==> config.mk <==
export PLATFORM = sky130hd
export DESIGN_NAME = soc_bus_arbiter
export DESIGN_NICKNAME = d
export VERILOG_FILES = /design/src/rtl/soc_bus_arbiter.sv
export SDC_FILE = /design/constraint.sdc
export NUM_CORES = 1
export LEC_CHECK = 0
export BUFFER_PORTS_ARGS = -buffer_cell sky130_fd_sc_hd__clkbuf_2
export CAP_MARGIN = 15
export CORE_MARGIN = 4
export CORE_UTILIZATION = 40
export CTS_BUF_LIST = sky130_fd_sc_hd__clkbuf_8
export DETAILED_ROUTE_END_ITERATION = 10
export GPL_TIMING_DRIVEN = 1
export PLACE_DENSITY = 0.89
export SLEW_MARGIN = 20
export SYNTH_ARGS = -nofsm -noshare
export SYNTH_HDL_FRONTEND = slang
export SYNTH_SLANG_ARGS = --single-unit
export TNS_END_PERCENT = 30
==> constraint.sdc <==
create_clock -name clk -period 1.6 [get_ports clk]
set_input_delay 0 -clock clk [delete_from_list [all_inputs] [get_ports clk]]
set_output_delay 0 -clock clk [all_outputs]
set_load 0.03 [all_outputs]
==> src/rtl/soc_bus_arbiter.sv <==
// soc_bus_arbiter: two-master, one-slave round-robin bus arbiter.
// Ports: clk/resetn; m0_*/m1_* req/ack masters; s_* slave; bus_err.
//   Masters hold req+payload until a one-cycle mN_ack; rdata is valid with ack.
//   Slave sees a one-cycle s_req with registered payload, answers with s_ack.
//   ARB_TIMEOUT_EN (macro): ack timeout after TIMEOUT cycles, sticky bus_err.
module soc_bus_arbiter #(
  parameter int ADDR_W  = 32,
  parameter int DATA_W  = 32,
  parameter int TIMEOUT = 255
) (
  input  logic                clk,
  input  logic                resetn,
  input  logic                m0_req,
  input  logic                m0_we,
  input  logic [ADDR_W-1:0]   m0_addr,
  input  logic [DATA_W-1:0]   m0_wdata,
  input  logic [DATA_W/8-1:0] m0_wmask,
  output logic                m0_ack,
  output logic [DATA_W-1:0]   m0_rdata,
  input  logic                m1_req,
  input  logic                m1_we,
  input  logic [ADDR_W-1:0]   m1_addr,
  input  logic [DATA_W-1:0]   m1_wdata,
  input  logic [DATA_W/8-1:0] m1_wmask,
  output logic                m1_ack,
  output logic [DATA_W-1:0]   m1_rdata,
  output logic                s_req,
  output logic                s_we,
  output logic [ADDR_W-1:0]   s_addr,
  output logic [DATA_W-1:0]   s_wdata,
  output logic [DATA_W/8-1:0] s_wmask,
  input  logic                s_ack,
  input  logic [DATA_W-1:0]   s_rdata,
  output logic                bus_err
);

  typedef enum logic [1:0] {
    IDLE,
    ISSUE,
    WAIT,
    DONE
  } state_e;

  state_e                state_q, state_d;
  logic                  last_q, last_d;
  logic                  gnt_q, gnt_d;
  logic                  we_q, we_d;
  logic [ADDR_W-1:0]     addr_q, addr_d;
  logic [DATA_W-1:0]     wdata_q, wdata_d;
  logic [DATA_W/8-1:0]   wmask_q, wmask_d;
  logic [DATA_W-1:0]     rdata_q, rdata_d;
  logic                  pick0;

`ifdef ARB_TIMEOUT_EN
  localparam int CW = $clog2(TIMEOUT + 1);
  localparam int CNT_W = (CW > 8) ? CW : 8;
  logic [CNT_W-1:0]      cnt_q, cnt_d;
  logic                  err_q, err_d;
  logic                  tmo;

  assign tmo = (cnt_q == CNT_W'(TIMEOUT - 1));
`else
  localparam int timeout_unused = TIMEOUT;
`endif

  // Master 0 wins unless only m1 asks, or both ask and m0 went last.
  assign pick0 = m0_req & (~m1_req | last_q);

  always_comb begin
    state_d = state_q;
    last_d  = last_q;
    gnt_d   = gnt_q;
    we_d    = we_q;
    addr_d  = addr_q;
    wdata_d = wdata_q;
    wmask_d = wmask_q;
    rdata_d = rdata_q;
`ifdef ARB_TIMEOUT_EN
    cnt_d   = cnt_q;
    err_d   = err_q;
`endif
    unique case (state_q)
      IDLE: begin
        if (m0_req | m1_req) begin
          gnt_d   = ~pick0;
          last_d  = ~pick0;
          we_d    = pick0 ? m0_we    : m1_we;
          addr_d  = pick0 ? m0_addr  : m1_addr;
          wdata_d = pick0 ? m0_wdata : m1_wdata;
          wmask_d = pick0 ? m0_wmask : m1_wmask;
          state_d = ISSUE;
`ifdef ARB_TIMEOUT_EN
          cnt_d   = '0;
`endif
        end
      end
      ISSUE, WAIT: begin
        if (s_ack) begin
          rdata_d = s_rdata;
          state_d = DONE;
`ifdef ARB_TIMEOUT_EN
        end else if (tmo) begin
          rdata_d = '1;
          err_d   = 1'b1;
          state_d = DONE;
        end else begin
          cnt_d   = cnt_q + 1'b1;
          state_d = WAIT;
`else
        end else begin
          state_d = WAIT;
`endif
        end
      end
      DONE: state_d = IDLE;
      default: state_d = IDLE;
    endcase
  end

  always_ff @(posedge clk or negedge resetn) begin
    if (!resetn) begin
      state_q <= IDLE;
      last_q  <= 1'b1;
      gnt_q   <= 1'b0;
      we_q    <= 1'b0;
      addr_q  <= '0;
      wdata_q <= '0;
      wmask_q <= '0;
      rdata_q <= '0;
    end else begin
      state_q <= state_d;
      last_q  <= last_d;
      gnt_q   <= gnt_d;
      we_q    <= we_d;
      addr_q  <= addr_d;
      wdata_q <= wdata_d;
      wmask_q <= wmask_d;
      rdata_q <= rdata_d;
    end
  end

`ifdef ARB_TIMEOUT_EN
  always_ff @(posedge clk or negedge resetn) begin
    if (!resetn) begin
      cnt_q <= '0;
      err_q <= 1'b0;
    end else begin
      cnt_q <= cnt_d;
      err_q <= err_d;
    end
  end

  assign bus_err = err_q;
`else
  assign bus_err = 1'b0;
`endif

  // Strobes decode straight from the state register so reset kills them at once.
  assign s_req    = (state_q == ISSUE);
  assign m0_ack   = (state_q == DONE) & ~gnt_q;
  assign m1_ack   = (state_q == DONE) &  gnt_q;
  assign m0_rdata = rdata_q;
  assign m1_rdata = rdata_q;
  assign s_we     = we_q;
  assign s_addr   = addr_q;
  assign s_wdata  = wdata_q;
  assign s_wmask  = wmask_q;

endmodule

==> Word level (Yosys, flattened, before mapping) <==
Cells that the tools add are included.
{ "totals": {"inputBits": 175, "elab_cells": 31, "reg_bits": 105, "out_inout_bits": 137} }
{ "op_classes": {"reduce_logical": 4, "n_mux": 7, "eq_ne": 4, "n_bitwise": 8} }
{ "op_table": {"columns": ["op", "count"], "rows": [
  ["32-bit two-way mux", 2],
  ["2-bit case mux with 3 select lines", 1],
  ["2-bit equality test (second input constant)", 2],
  ["4-bit two-way mux", 1],
  ["2-bit AND reduction", 2],
  ["1-bit AND", 3],
  ["1-bit inverter", 3],
  ["2-bit by 1-bit equality test with 1-bit output (second input constant)", 1],
  ["2-bit logical NOT", 1],
  ["1-bit two-way mux", 2],
  ["2-bit two-way mux", 1],
  ["2-bit inequality test (second input constant)", 1],
  ["1-bit bitwise OR", 2],
  ["2-bit OR reduction", 1]
]} }

==> Logic depth before layout (Yosys ltp) <==
{ "logic_depth": {"word_depth": 4, "ltp_mapped": 8, "ltp_nobuf": 5} }

==> Least setup slack after synthesis <==
No wires, ideal clock.
{ "synth_path": {"path_type": "register to register", "startpoint": "register state_q[0]", "endpoint": "register rdata_q[10], in the netlist m0_rdata[10]", "setup_slack_ns": 0.056, "t_arrival_ns": 1.419, "period_less_slack_ns": 1.544, "stages_incl_launch_ff": 6, "setup_ns": 0.125, "n_path_buf": 1, "required_ns": 1.475, "path_cell_list": "dfrtp_1 inv_1 ha_1 nand2_1 buf_2 mux2_2"} }
{ "synth_between": {"elab_chain_cells": 3, "elab_cells_between_ends": 4, "classes_between": "eq/ne (2); reduce/logical (2)"} }
{ "synth_lines": {"columns": ["element", "line", "text"], "rows": [
  ["start, declared", "44", "state_e state_q, state_d;"],
  ["start signal, assigned", "131", "state_q <= state_d;"],
  ["2-bit by 1-bit equality test with 1-bit output or 2-bit equality test (tied branches)", "82", "unique case (state_q)"],
  ["2-bit OR reduction (*)", "82", null],
  ["2-bit AND reduction (no source line) (*)", null, null],
  ["end signal, assigned", "138", "rdata_q <= rdata_d;"],
  ["end, declared", "51", "logic [DATA_W-1:0] rdata_q, rdata_d;"]
]} }
Mark *: on every way between the ends. The rest lies on a longest branch, timed or not.
A chain may end at the register's enable or synchronous reset.

==> Worst setup path after layout <==
{ "layout_path": {"startpoint": "register state_q[0]", "endpoint": "register rdata_q[17], in the netlist m0_rdata[17]"} }
Same word-level chain as after synthesis.

==> metrics.yaml <==
place:
  place_hpwl_microns: 11500
  io_buffers: 310
  gp_congestion: 0.806
  placed_cells: 928
  pre_cts_ws_ps: -301
synth:
  synth_cell_types: 25
  synth_seq_cells: 105
  synth_top_area_share_pct: 51.4
  synth_edf_count: 0
  synth_area_leaders: "dfrtp_1 (51%), a31oi_1 (8.6%), mux2_2 (7.3%)"
  synth-main-ff-cell: "dfrtp_1"
  synth_cells: 518
  async_reset_ff_share_pct: 100
  ys_top_cells_by_count: "dfrtp_1 (104), nor2_1 (72), a31oi_1 (70)"
  synth_warnings: 0
  ys_seq_area_share_pct: 51.9
  syn_nets: 696
  syn_area_per_cell_sq_um: 9.78
  yosysMostFrequentCell: "dfrtp_1"
  yosys.area.top_type: "dfrtp_1"
  synth_area_sq_um: 5070
timing:
  setup_viol: 3
  grt_setup_unrepaired: "true"
  drv_slew: 0
  fin_skew_ps: 13.2
  fmax_mhz: 616
  layout_setup_ws_ps: -24.0
  fin_crit_ps: 1620
  slew_headroom_pct: 54.6
  hold_viol_final: 0
  tightest_slew_ps: 679
  finalCritPeriodShare_pct: 102
critical_path:
  critPathMaxFanout: 8
  worstPathArrival_ps: 1870
  cp_cell_sequence: "inv_1, ha_2, nand2_4, clkbuf_16, mux2_2"
  critPathLaunchType: "flip-flop"
  critical_path.top_delay_family: "flip-flops"
  r2r_slack_ps: -20
  cp_slowest_cell: "dfrtp_1"
  cp_slowest_stage_delay_ps: 410
  cp-end-kind: "flip-flop"
  crit_buf_inv: 2
  criticalPathCategory: "reg2reg"
  critPathRequiredTime_ps: 1840
route:
  ant_nets: 0
  via_per_inst: 5.76
  routedWlPerCell_microns: 21.5
  remaining_drc_errors: 0
  routed_wl_microns: 24500
  drt_first_pass_iters: 6
  drtIter0Drc: 817
  vias: 6541
clock_tree:
  cts_root_buffer: "clkbuf_8"
  clk_pin_slew_ps: 100
  h-tree-depth: 3
  numCtsBuffers: 9
  clk_latency_ps: 370
  clock_path_buffers: 2
  cts_tree: "built"
  cts_sinks: 105
floorplanning:
  core_sq_um: 12200
  rows: 40
  die_area_sq_um: 14500
  start_util_pct: 41.5
  dieHeight_microns: 121
  io_pins: 312
  die_w_microns: 121
power_and_ir_drop:
  power.leakage_nw: 4.16
  peakVddDrop_uv: 907
  cellPowerDensity_nw_per_um2: 1960
global_route:
  met1_usage_pct: 31.9
  globalRouteOverflowTotal: 0
  gr-max-usage-layer: "met2"
  grtUsageTotal_pct: 30.1
  grt_pass1_vias: 6466
  antenna_found_initial: 2
  grt_max_degree: 76
  use_met3_pct: 8.75
  grt_first_pass_wirelength_microns: 33800
  gr-usage-met2_pct: 51.0
outcome:
  violations: "negative setup slack"
  status: "complete, but fails checks"
cells_and_area:
  drive_gt1_share_pct: 41.0
  syn_to_final_growth_pct: 72.3
  seqCellArea_sq_um: 2630
  fill_cells: 793
  stdcell_count: 1136
  nNetsFinal: 1138
  multi_input_area_sq_um: 1950
hold_path:
  hp-class: "in2async"
flow_run:
  maxCapViolCount: 0
layout by cell type, fill, tap and decap left out, types with 2 or more instances in the layout:
cell type / count
dlygate4sd3_1: 173
inv_1: 6
a31oi_1: 69
diode_2: 4
clkbuf_2: 309
mux2_2: 33
buf_6: 2
nor2_1: 72
buf_12: 10
clkbuf_16: 6
nor2b_4: 3
nand3_1: 69
o21ai_0: 69
buf_4: 10
ha_1: 2
dfrtp_1: 104
clkinvlp_4: 2
a31oi_2: 2
clkbuf_8: 10
report_power, final:
| part | total (mW) | internal [mW] | switching [mW] | leakage [nW] |
|---|---|---|---|---|
| Clock | 1.50 | 0.586 | 0.913 | 0.0882 |
| Sequential | 5.09 | 4.04 | 1.05 | 1.19 |
| Combinational | 10.6 | 3.59 | 6.96 | 2.88 |
path summary, 6_finish.rpt:
check | startpoint | to | cells after the start
max | state_q[0] | m0_rdata[17] | 5
min | resetn | s_addr[11] | 2
max reg2reg | state_q[0] | m0_rdata[17] | 5
min reg2reg | m0_rdata[8] | m0_rdata[8] | 1
max in group asynchronous | resetn | s_wdata[16] | 3
min in group clk | m1_req | state_q[0] | 5
what timing repair did:
action,4_1_cts,5_1_grt
pin swaps,0,7
endpoints found under the setup margin,69,86
setup buffers,0,7
hold buffers,173,0
cloned,2,7
gates resized for setup,1,9
endpoints found under the hold margin,209,0
per-layer routing:
layer	vias up	share of wire (%)
met5	-	0
met4	0	7.4
met3	166	12
met2	638	48
met1	3044	32
li1	2693	-
metrics by stage:
step	power (mW)	hold WS (ps)	utilization, %	setup TNS (ps)	area (sq um)
floorplan	11.8	-296	-	0	5070
global placement	13.8	-36.2	53.4	-6980	6520
detailed placement	14.0	-41.7	53.4	-9200	6520
CTS	15.9	90.9	69.1	0	8440
global route	17.8	134	71.5	-397	8730
finish	17.1	126	71.5	-35.6	8730
state kept, by name (all words and copies together), names as in the netlist:
register / count
s_wdata: 32
gnt_q: 1
state_q: 2
s_we: 1
s_addr: 32
s_wmask: 4
last_q: 1
m0_rdata: 32
logic make-up after synthesis:
group	count (synthesis)	share of synthesized area [%]
other cells	1	0.0740
simple gates	147	13.0
compound gates	142	16.0
fa+ha+maj	3	0.741
mux	34	7.53
buf+inv	86	10.8
flops	105	51.9
final cells by class:
| class | count | share of cell area, % |
|---|---|---|
| timing repair buffer | 511 | 43.0 |
| sequential | 105 | 30.1 |
| multi-input combinational | 329 | 22.3 |
| tap | 168 | 2.41 |
| clock buffer | 10 | 1.58 |
| clock inverter | 5 | 0.301 |
| inverter | 4 | 0.172 |
| antenna | 4 | 0.115 |
worst reg2reg max path: stages (launching register included):
cell and delay, ps:
dfrtp_1 410, inv_1 80, ha_2 310, nand2_4 150, clkbuf_16 180, mux2_2 370
No activity file was read; power rests on OpenSTA's default activity.
